`config.mk`:
```
export PLATFORM = sky130hd
export DESIGN_NAME = uart_rx_os
export DESIGN_NICKNAME = d
export VERILOG_FILES = /design/src/rtl/uart_pkg.sv /design/src/rtl/uart_rx_sync.sv /design/src/rtl/uart_rx_os.sv
export SDC_FILE = /design/constraint.sdc
export NUM_CORES = 1
export LEC_CHECK = 0
export ABC_AREA = 0
export BUFFER_PORTS_ARGS = -buffer_cell sky130_fd_sc_hd__buf_2
export CAP_MARGIN = 20
export CELL_PAD_IN_SITES_DETAIL_PLACEMENT = 0
export CELL_PAD_IN_SITES_GLOBAL_PLACEMENT = 2
export CORE_ASPECT_RATIO = 0.7
export CORE_MARGIN = 4
export CORE_UTILIZATION = 40
export CTS_BUF_LIST = sky130_fd_sc_hd__clkbuf_4 sky130_fd_sc_hd__clkbuf_8 sky130_fd_sc_hd__clkbuf_16
export CTS_CLUSTER_SIZE = 20
export DETAILED_ROUTE_END_ITERATION = 7
export HOLD_SLACK_MARGIN = 0.1
export PLACE_DENSITY = 0.83
export RECOVER_POWER = 50
export SETUP_SLACK_MARGIN = 0.2
export SKIP_CTS_REPAIR_TIMING = 1
export SYNTH_ARGS = -nofsm -noshare
export SYNTH_HDL_FRONTEND = slang
export SYNTH_HIERARCHICAL = 1
export SYNTH_SLANG_ARGS = --single-unit
```
`constraint.sdc`:
```
create_clock -name clk_i -period 4.7 [get_ports clk_i]
set_clock_uncertainty 0.15 [all_clocks]
set_input_delay 0 -clock clk_i [delete_from_list [all_inputs] [get_ports clk_i]]
set_output_delay 0 -clock clk_i [all_outputs]
set_load 0.01 [all_outputs]
```
`src/rtl/uart_pkg.sv`:
```
// Shared UART definitions.
//   OVERSAMPLE_DEF / DATA_BITS_DEF : defaults shared by pfracbrg, uart_tx and uart_rx_os
//   rx_state_t                     : receiver frame state
//   maj3()                         : 2-of-3 majority vote
package uart_pkg;

   localparam int unsigned OVERSAMPLE_DEF = 16;
   localparam int unsigned DATA_BITS_DEF  = 8;

   typedef enum logic [2:0] {
      IDLE,
      START,
      DATA,
      PARITY,
      STOP
   } rx_state_t;

   function automatic logic maj3(input logic [2:0] v);
      return (v[0] & v[1]) | (v[0] & v[2]) | (v[1] & v[2]);
   endfunction

endpackage

```
`src/rtl/uart_rx_sync.sv`:
```
// Line conditioner for the UART receiver.
//   clk_i, rst_i (async, active-high), clr_i (sync clear)
//   os_stb_i : oversample strobe; sample history advances only on it
//   rxd_i    : asynchronous serial line, idle high
//   sample_o : synchronised line value
//   vote_o   : majority of the current sample and the two previous strobe samples
module uart_rx_sync
   import uart_pkg::*;
(
   input  logic clk_i,
   input  logic rst_i,
   input  logic clr_i,
   input  logic os_stb_i,
   input  logic rxd_i,
   output logic sample_o,
   output logic vote_o
);

   logic [1:0] sync;
   logic [1:0] hist;

   always_ff @(posedge clk_i or posedge rst_i) begin
      if (rst_i) begin
         sync <= '1;
         hist <= '1;
      end else if (clr_i) begin
         sync <= '1;
         hist <= '1;
      end else begin
         sync <= {sync[0], rxd_i};
         if (os_stb_i)
            hist <= {hist[0], sync[1]};
      end
   end

   assign sample_o = sync[1];
   // The newest tap is the live synchronised sample, so the vote taken on a
   // strobe covers that strobe and the two before it.
   assign vote_o   = maj3({hist, sync[1]});

endmodule

```
`src/rtl/uart_rx_os.sv`:
```
// Oversampling UART receiver.
//   clk_i, rst_i (async, active-high), clr_i (sync clear, same effect as reset)
//   os_stb_i : 1-of-OVERSAMPLE strobe from the baud generator
//   rxd_i    : asynchronous serial line, idle high
//   dat_o    : received word, held while vld_o
//   vld_o    : word available; taken when vld_o & rdy_i
//   rdy_i    : consumer ready
//   ferr_o   : stop bit sampled 0 for dat_o
//   perr_o   : parity mismatch for dat_o (0 when parity disabled)
//   ovr_o    : 1-cycle pulse, completed frame dropped because holding reg full
//   busy_o   : frame reception in progress
module uart_rx_os
   import uart_pkg::*;
#(
   parameter int unsigned OVERSAMPLE = OVERSAMPLE_DEF,
   parameter int unsigned DATA_BITS  = DATA_BITS_DEF,
   parameter int unsigned PARITY_EN  = 0,
   parameter int unsigned PARITY_ODD = 0
)(
   input  logic                 clk_i,
   input  logic                 rst_i,
   input  logic                 clr_i,
   input  logic                 os_stb_i,
   input  logic                 rxd_i,
   output logic [DATA_BITS-1:0] dat_o,
   output logic                 vld_o,
   input  logic                 rdy_i,
   output logic                 ferr_o,
   output logic                 perr_o,
   output logic                 ovr_o,
   output logic                 busy_o
);

   localparam int unsigned SCW = $clog2(OVERSAMPLE);
   localparam int unsigned BCW = $clog2(DATA_BITS);
   localparam logic [SCW-1:0] SC_MID  = SCW'(OVERSAMPLE / 2);
   localparam logic [SCW-1:0] SC_LAST = SCW'(OVERSAMPLE - 1);
   localparam logic [SCW-1:0] SC_ONE  = SCW'(1);
   localparam logic [BCW-1:0] BC_LAST = BCW'(DATA_BITS - 1);
   localparam logic           ODD     = (PARITY_ODD != 0);

   rx_state_t            state, state_n;
   logic [SCW-1:0]       sc, sc_n;
   logic [BCW-1:0]       bc, bc_n;
   logic [DATA_BITS-1:0] shreg, shreg_n;
   logic                 perr_acc, perr_acc_n;
   logic                 armed, armed_n;
   logic                 commit, commit_ferr;
   logic                 sample, vote;

   uart_rx_sync u_sync (
      .clk_i    (clk_i),
      .rst_i    (rst_i),
      .clr_i    (clr_i),
      .os_stb_i (os_stb_i),
      .rxd_i    (rxd_i),
      .sample_o (sample),
      .vote_o   (vote)
   );

   always_ff @(posedge clk_i or posedge rst_i) begin
      if (rst_i) begin
         state    <= IDLE;
         sc       <= '0;
         bc       <= '0;
         shreg    <= '0;
         perr_acc <= 1'b0;
         armed    <= 1'b1;
      end else if (clr_i) begin
         state    <= IDLE;
         sc       <= '0;
         bc       <= '0;
         shreg    <= '0;
         perr_acc <= 1'b0;
         armed    <= 1'b1;
      end else begin
         state    <= state_n;
         sc       <= sc_n;
         bc       <= bc_n;
         shreg    <= shreg_n;
         perr_acc <= perr_acc_n;
         armed    <= armed_n;
      end
   end

   always_comb begin
      state_n     = state;
      sc_n        = sc;
      bc_n        = bc;
      shreg_n     = shreg;
      perr_acc_n  = perr_acc;
      armed_n     = armed;
      commit      = 1'b0;
      commit_ferr = 1'b0;
      if (os_stb_i) begin
         // A break leaves the line low after its framing-error frame; a new
         // start is only accepted once a 1 has been seen again.
         if (sample)
            armed_n = 1'b1;
         sc_n = (sc == SC_LAST) ? '0 : sc + SC_ONE;
         unique case (state)
            IDLE: begin
               sc_n = '0;
               if (armed && !sample) begin
                  state_n    = START;
                  sc_n       = SC_ONE;
                  perr_acc_n = 1'b0;
               end
            end
            START: begin
               if (sc == SC_MID && vote) begin
                  state_n = IDLE;
                  sc_n    = '0;
               end else if (sc == SC_LAST) begin
                  state_n = DATA;
                  bc_n    = '0;
               end
            end
            DATA: begin
               if (sc == SC_MID)
                  shreg_n = {vote, shreg[DATA_BITS-1:1]};
               if (sc == SC_LAST) begin
                  if (bc == BC_LAST) begin
                     bc_n    = '0;
                     state_n = (PARITY_EN != 0) ? PARITY : STOP;
                  end else begin
                     bc_n = bc + 1'b1;
                  end
               end
            end
            PARITY: begin
               if (sc == SC_MID)
                  perr_acc_n = (vote != ((^shreg) ^ ODD));
               if (sc == SC_LAST)
                  state_n = STOP;
            end
            STOP: begin
               // Leave at mid-stop so the next start edge is searched for
               // with half a bit of slack.
               if (sc == SC_MID) begin
                  commit      = 1'b1;
                  commit_ferr = !vote;
                  if (!vote)
                     armed_n = 1'b0;
                  state_n = IDLE;
                  sc_n    = '0;
               end
            end
            default: begin
               state_n = IDLE;
               sc_n    = '0;
            end
         endcase
      end
   end

   // Holding register: an accept and a new commit in the same cycle load
   // the new word; a commit against an unaccepted word is dropped.
   always_ff @(posedge clk_i or posedge rst_i) begin
      if (rst_i) begin
         dat_o  <= '0;
         vld_o  <= 1'b0;
         ferr_o <= 1'b0;
         perr_o <= 1'b0;
         ovr_o  <= 1'b0;
      end else if (clr_i) begin
         dat_o  <= '0;
         vld_o  <= 1'b0;
         ferr_o <= 1'b0;
         perr_o <= 1'b0;
         ovr_o  <= 1'b0;
      end else begin
         ovr_o <= 1'b0;
         if (commit) begin
            if (!vld_o || rdy_i) begin
               dat_o  <= shreg;
               ferr_o <= commit_ferr;
               perr_o <= perr_acc;
               vld_o  <= 1'b1;
            end else begin
               ovr_o <= 1'b1;
            end
         end else if (vld_o && rdy_i) begin
            vld_o <= 1'b0;
         end
      end
   end

   assign busy_o = (state != IDLE);

endmodule
```
Word-level counts from Yosys, hierarchy flattened
Cells that the tools add are included.
{"block": "classes", "n_eq_ne": 18, "bitwise": 5, "addsub": 2, "n_reduce_logical": 25, "mux": 64}
{"op": "two-way mux 8 bit", "n": 7}
{"op": "two-way mux 3 bit", "n": 15}
{"op": "two-way mux 1 bit", "n": 30}
{"op": "!= test 3 bit, second input constant", "n": 8}
{"op": "two-way mux 4 bit", "n": 5}
{"op": "case mux 4 bit (4 select lines)", "n": 1}
{"op": "case mux 3 bit (5 select lines)", "n": 1}
{"op": "nonzero test 3 bit", "n": 4}
{"op": "nonzero test 2 bit", "n": 5}
{"op": "== test 4 bit, second input constant", "n": 2}
{"op": "XOR reduction 8 bit", "n": 1}
{"op": "AND reduction 7 bit", "n": 1}
{"op": "== test 3 x 2 -> 1 bit, second input constant", "n": 2}
{"op": "== test 3 bit, second input constant", "n": 2}
{"op": "two-way mux 2 bit", "n": 3}
{"op": "case mux 3 bit (2 select lines)", "n": 1}
{"op": "AND reduction 5 bit", "n": 1}
{"op": "adder 4 x 1 -> 4 bit, second input constant", "n": 1}
{"op": "!= test 4 bit, second input constant", "n": 1}
{"op": "AND reduction 2 bit", "n": 2}
{"op": "AND reduction 4 bit", "n": 1}
{"op": "adder 3 x 1 -> 3 bit, second input constant", "n": 1}
{"op": "AND 1 bit", "n": 3}
{"op": "== test 3 x 1 -> 1 bit, second input constant", "n": 1}
{"op": "other kinds (10)", "n": 15}
{"block": "totals", "word_cells": 127, "register_bits": 36, "output_inout_bits": 13, "in_bits": 6}

Logic depth before layout (Yosys ltp)
{"block": "depth", "ltp_word": 10, "ltp_mapped": 7, "ltp_nobuf": 6}

Modules after synthesis
The synthesis kept the hierarchy.
{"module": "uart_rx_os", "instances": 1, "area_each_um2": 1716.6, "seq_area_each_um2": 802.0, "cells_each": 171}
{"module": "uart_rx_sync", "instances": 1, "area_each_um2": 161.4, "seq_area_each_um2": 105.1, "cells_each": 12}

Least setup slack after synthesis
OpenSTA, ideal clock, no wires.
{"block": "synth_timing", "kind": "flip-flop to flip-flop", "start": "register bc[0]", "end": "register bc[1]", "setup_ns": 0.078, "stages_incl_launch_ff": 6, "period_less_slack_ns": 1.912, "n_path_buf": 0, "t_required_ns": 4.472, "path_slack_ns": 2.788, "t_arrival_ns": 1.685, "cell_sequence": "dfrtp_1 -> ha_1 -> ha_1 -> or3_1 -> or4b_1 -> a21oi_1"}
{"block": "synth_via", "elab_chain_cells": 6, "elab_cells_between_ends": 7, "cone_classes": "add/sub: 1; eq/ne: 1; mux: 5"}
{"item": "from (decl)", "line_no": "uart_rx_os.sv:44", "source": "logic [BCW-1:0] bc, bc_n;"}
{"item": "from (signal assigned)", "line_no": "uart_rx_os.sv:79", "source": "bc <= bc_n;"}
{"item": "adder 3 x 1 -> 3 bit or == test 3 bit (tied branches)", "line_no": "uart_rx_os.sv:127, uart_rx_os.sv:123"}
{"item": "two-way mux 3 bit (*)", "line_no": "uart_rx_os.sv:123", "source": "if (bc == BC_LAST) begin"}
{"item": "two-way mux 3 bit (*)", "line_no": "uart_rx_os.sv:122", "source": "if (sc == SC_LAST) begin"}
{"item": "case mux 3 bit (2 select lines) (*)", "line_no": "uart_rx_os.sv:101", "source": "unique case (state)"}
{"item": "two-way mux 3 bit (*)", "line_no": "uart_rx_os.sv:95", "source": "if (os_stb_i) begin"}
{"item": "two-way mux 3 bit (*)", "line_no": "uart_rx_os.sv:69", "source": "end else if (clr_i) begin"}
Mark *: on every way between the ends. The rest lies on a longest branch, timed or not. The select of a mux whose other input is x is not followed.
A chain may end at the register's enable or synchronous reset.

Worst setup path after layout
{"block": "layout_timing", "start": "register sc[0]", "end": "register shreg[6]"}
{"block": "layout_via", "elab_chain_cells": 3}
{"item": "from (decl)", "line_no": "uart_rx_os.sv:43", "source": "logic [SCW-1:0] sc, sc_n;"}
{"item": "from (signal assigned)", "line_no": "uart_rx_os.sv:78", "source": "sc <= sc_n;"}
{"item": "== test 4 bit", "line_no": "uart_rx_os.sv:120", "source": "if (sc == SC_MID)"}
{"item": "nonzero test 2 bit (no source line)"}
{"item": "AND reduction 3 bit (no source line)"}
{"item": "to (signal assigned)", "line_no": "uart_rx_os.sv:80", "source": "shreg <= shreg_n;"}
{"item": "to (decl)", "line_no": "uart_rx_os.sv:45", "source": "logic [DATA_BITS-1:0] shreg, shreg_n;"}
No other way between the ends.

==> results.md <==
* Run status: finished, violations left
* Violated checks: max-capacitance violations, max-slew violations
* MaxCap Viol Count at 1
* Switching part of the total at 0.2238
* Synth Cell Area at between 1500 and 2000 sq um
* Placed Cells at 248
* Async SR Flop Fraction at 1.000
* # nets final at 215
* Initial Util at 0.4240
* Vias per inst at around 5.6
* Share of cells above drive strength 1 at 0.1456
* Clk_lat worst skew at around 0.28 ns
* Fmax at ~460 MHz
* Seq/Total Area, Yosys at 0.4830
* Multi-input logic area at approximately 890 sq um
* Power per cell area at 281.3 nW/um^2
* Routed Antenna Nets at 0
* Sequential cell area at between 900 and 1000 sq um
* Compound-cell area share of the yosys netlist at 0.2099
* Post-synth top flop: dfrtp_1
* Combinational share of power at 0.064
* Top-area cell type share of the netlist area at 0.4131
* Max-slew violations at 33
* Largest stage delay, worst path at 0.76 ns
* Die height at about 65 microns
* VDD IR-drop max at around 0.00017 V
* Synth Register Bits at 36
* Critical-path top delay cell: nor4_1
* Worst Tran Pin Value at between 1.5 and 2 ns
* Ant. Diodes at 0
* Final core utilization at 0.4833
* Reg2Reg Depth at 5
* Routability congestion estimate at between 0.8 and 0.9
* LEAKAGE at 0.9475 nW
* Crit path from: sc[0]$_DFFE_PP0N_
* Commonest non-fill, non-tap cell in the layout: dfrtp_1
* Post-route minimum period at 2.172 ns
* WL/cell at about 16 microns
* Core ar. at approximately 4400 sq um
* GRT Util Overall at 0.1591
* Slew headroom at -0.1547
* TritonRoute pass-1 iters at 4
* Net Switching at about 130 uW
* Setup Viol. Count Final at 0
* Global route overflow at 0
* Final WL at 4229 microns
* Simple-Gate Fraction of Synth Area at 0.1925
* CP startpoint kind: flip-flop
* Fill cells at between 400 and 500
* Hold Vio Cnt, Final at 0
* Post-synthesis cell type count at 49
* Mapped Cells at 183
* Die Span X at about 90 microns
* Post-synth EDFFs at 0
* Die area at about 5900 sq um
* Clk slew on worst S/H paths at 0.07 ns
* Worst setup EP type: flip-flop
* Design area at approximately 2100 sq um
* Syn Nets at 193
* Fin cells at between 200 and 300
* CTS root buffer: clkbuf_8
* Clock power share at 0.408
* Main combinational cell family by area after synthesis: compound AO/OA/AOI/OAI gates
* XOR/XNOR share of the synthesized area at 0.03997
* Crit-path cells: inv_1, ha_1, nand4b_1, nor4_1, a22o_1
* Worst EP arrival at between 2 and 2.5 ns
* Dominant cell type by area after synthesis: dfrtp_1
* Hold slack at roughly 0.18 ns
* Commonest non-fill, non-tap cells in the layout: dfrtp_1 (31), a22o_1 (15), buf_2 (12)
* Tcrit/Tclk final at 0.4621
* Max clock buf depth at 2
* Area growth syn-to-layout at 13.99%
* Internal at about 470 uW
* DR DRC count at 0
* Rows at 20
* Max FO, Critical Path at 6
* Post-synthesis mux area share at 0
* Avg Cell Area, Syn at 10.26 sq um
* Synth Warn # at 6
* Post-Synth Adder-Cell Area at 0.03198
* Antenna violations before repair at 0
* Vias in the first global route at ~1,500
* Via count at ~1,500
* Crit path kind: reg2reg
* Area contributors post-synth: dfrtp_1 (41%), a22o_1 (7.0%), dfstp_2 (7.0%), a21oi_1 (2.9%), o21ai_0 (2.9%)
* CTS Buf Count at 5
* Worst r2r src: sc[0]$_DFFE_PP0N_
* CTS sink cnt at 36
* Pin count of the biggest net entering global routing at 33
* First-pass GRT wire length at 7500 microns
* CTS tree: yes
* Crit path required time at about 4.8 ns
* Starting DRT DRC Count at 95
* IO Port Bufs at 18
* HPWL Detailed at 3051 microns
* Placed cell area at 1998 sq um
* # H-tree levels at 2
* Fin Setup TNS at 0 ns
* Worst Hold Class: in2async
* I/O pin cnt at 19
* Flop pwr share at 0.528
* RSZ-0062 raised after global routing: false
==> per-stage QoR <==
step,worst slack (ns),total power [mW]
5_1_grt,2.221,0.6303
3_3_place_gp,2.599,0.3596
2_1_floorplan,2.788,0.3484
3_5_place_dp,2.572,0.3603
4_1_cts,2.543,0.6080
6_report,2.528,0.6021
==> cell families after synthesis <==
| group | after synthesis |
|---|---|
| AOI/OAI and AO/OA | 56 |
| xor gates and xnor gates | 7 |
| adders and majority gates | 5 |
| buffers and inverters | 18 |
| DFF | 36 |
| and+or+nand+nor | 61 |
==> critical path: cells and delay by family, from the launching register on <==
| kind | cells | cell delay [ns] |
|---|---|---|
| buffers and inverters | 1 | 0.08 |
| AO/OA/AOI/OAI | 1 | 0.25 |
| flip-flops | 1 | 0.44 |
| AND/OR/NAND/NOR | 2 | 0.99 |
| adder cells (fa/ha/maj) | 1 | 0.20 |
==> registers in the layout, summed over array words and instances (netlist names), 2 cells and up <==
name         flops
u_sync/sync      2
dat_o            8
bc               3
u_sync/hist      2
shreg            8
state            3
sc               4
==> routing by layer <==
layer / vias to the layer above / wire, microns / global-route usage
li1: 716 / - / -
met1: 726 / 2255 / 0.2304
met2: 25 / 1731 / 0.2313
met3: 7 / 186 / 0.04119
met4: 0 / 55 / 0.05344
met5: - / 0 / 0
==> synth_stat cells (all sizes together) (4+ instances only) <==
library cell	n
dfrtp	31
a22o	15
nor2	12
a21oi	11
o21ai	11
inv	9
nand2	8
nor2b	6
xnor2	6
clkbuf	5
dfstp	5
nand2b	5
nand3	5
buf	4
ha	4
nor3	4
==> path summary, 6_finish.rpt <==
check,end,slack [ns]
worst min-delay path,u_sync/sync[1]$_DFF_PP1_,0.18
worst min register to register,ferr_o$_DFFE_PP0P_,0.34
worst max register to register,shreg[6]$_DFFE_PP0P_,2.53
worst max-delay path,shreg[6]$_DFFE_PP0P_,2.53
max in group asynchronous,sc[2]$_DFFE_PP0N_,2.68
min in group clk_i,u_sync/sync[0]$_DFF_PP1_,0.29
==> power groups by stage <==
| stage | Sequential (mW) | Clock, mW | Combinational (mW) |
|---|---|---|---|
| final | 0.318 | 0.246 | 0.0384 |
| after global routing | 0.319 | 0.267 | 0.0444 |
| after CTS | 0.318 | 0.253 | 0.0366 |
| after detailed placement | 0.324 | 0 | 0.0365 |
| after global placement | 0.324 | 0 | 0.0360 |
| after floorplan | 0.322 | 0 | 0.0268 |
==> layout make-up <==
cell class	instances	share of cell area
clock buffer	8	0.04851
inverter	9	0.01578
multi-input combinational	129	0.4161
sequential	36	0.4237
tap	55	0.03214
timing repair buffer	24	0.06371
No activity file was read; power rests on OpenSTA's default activity.
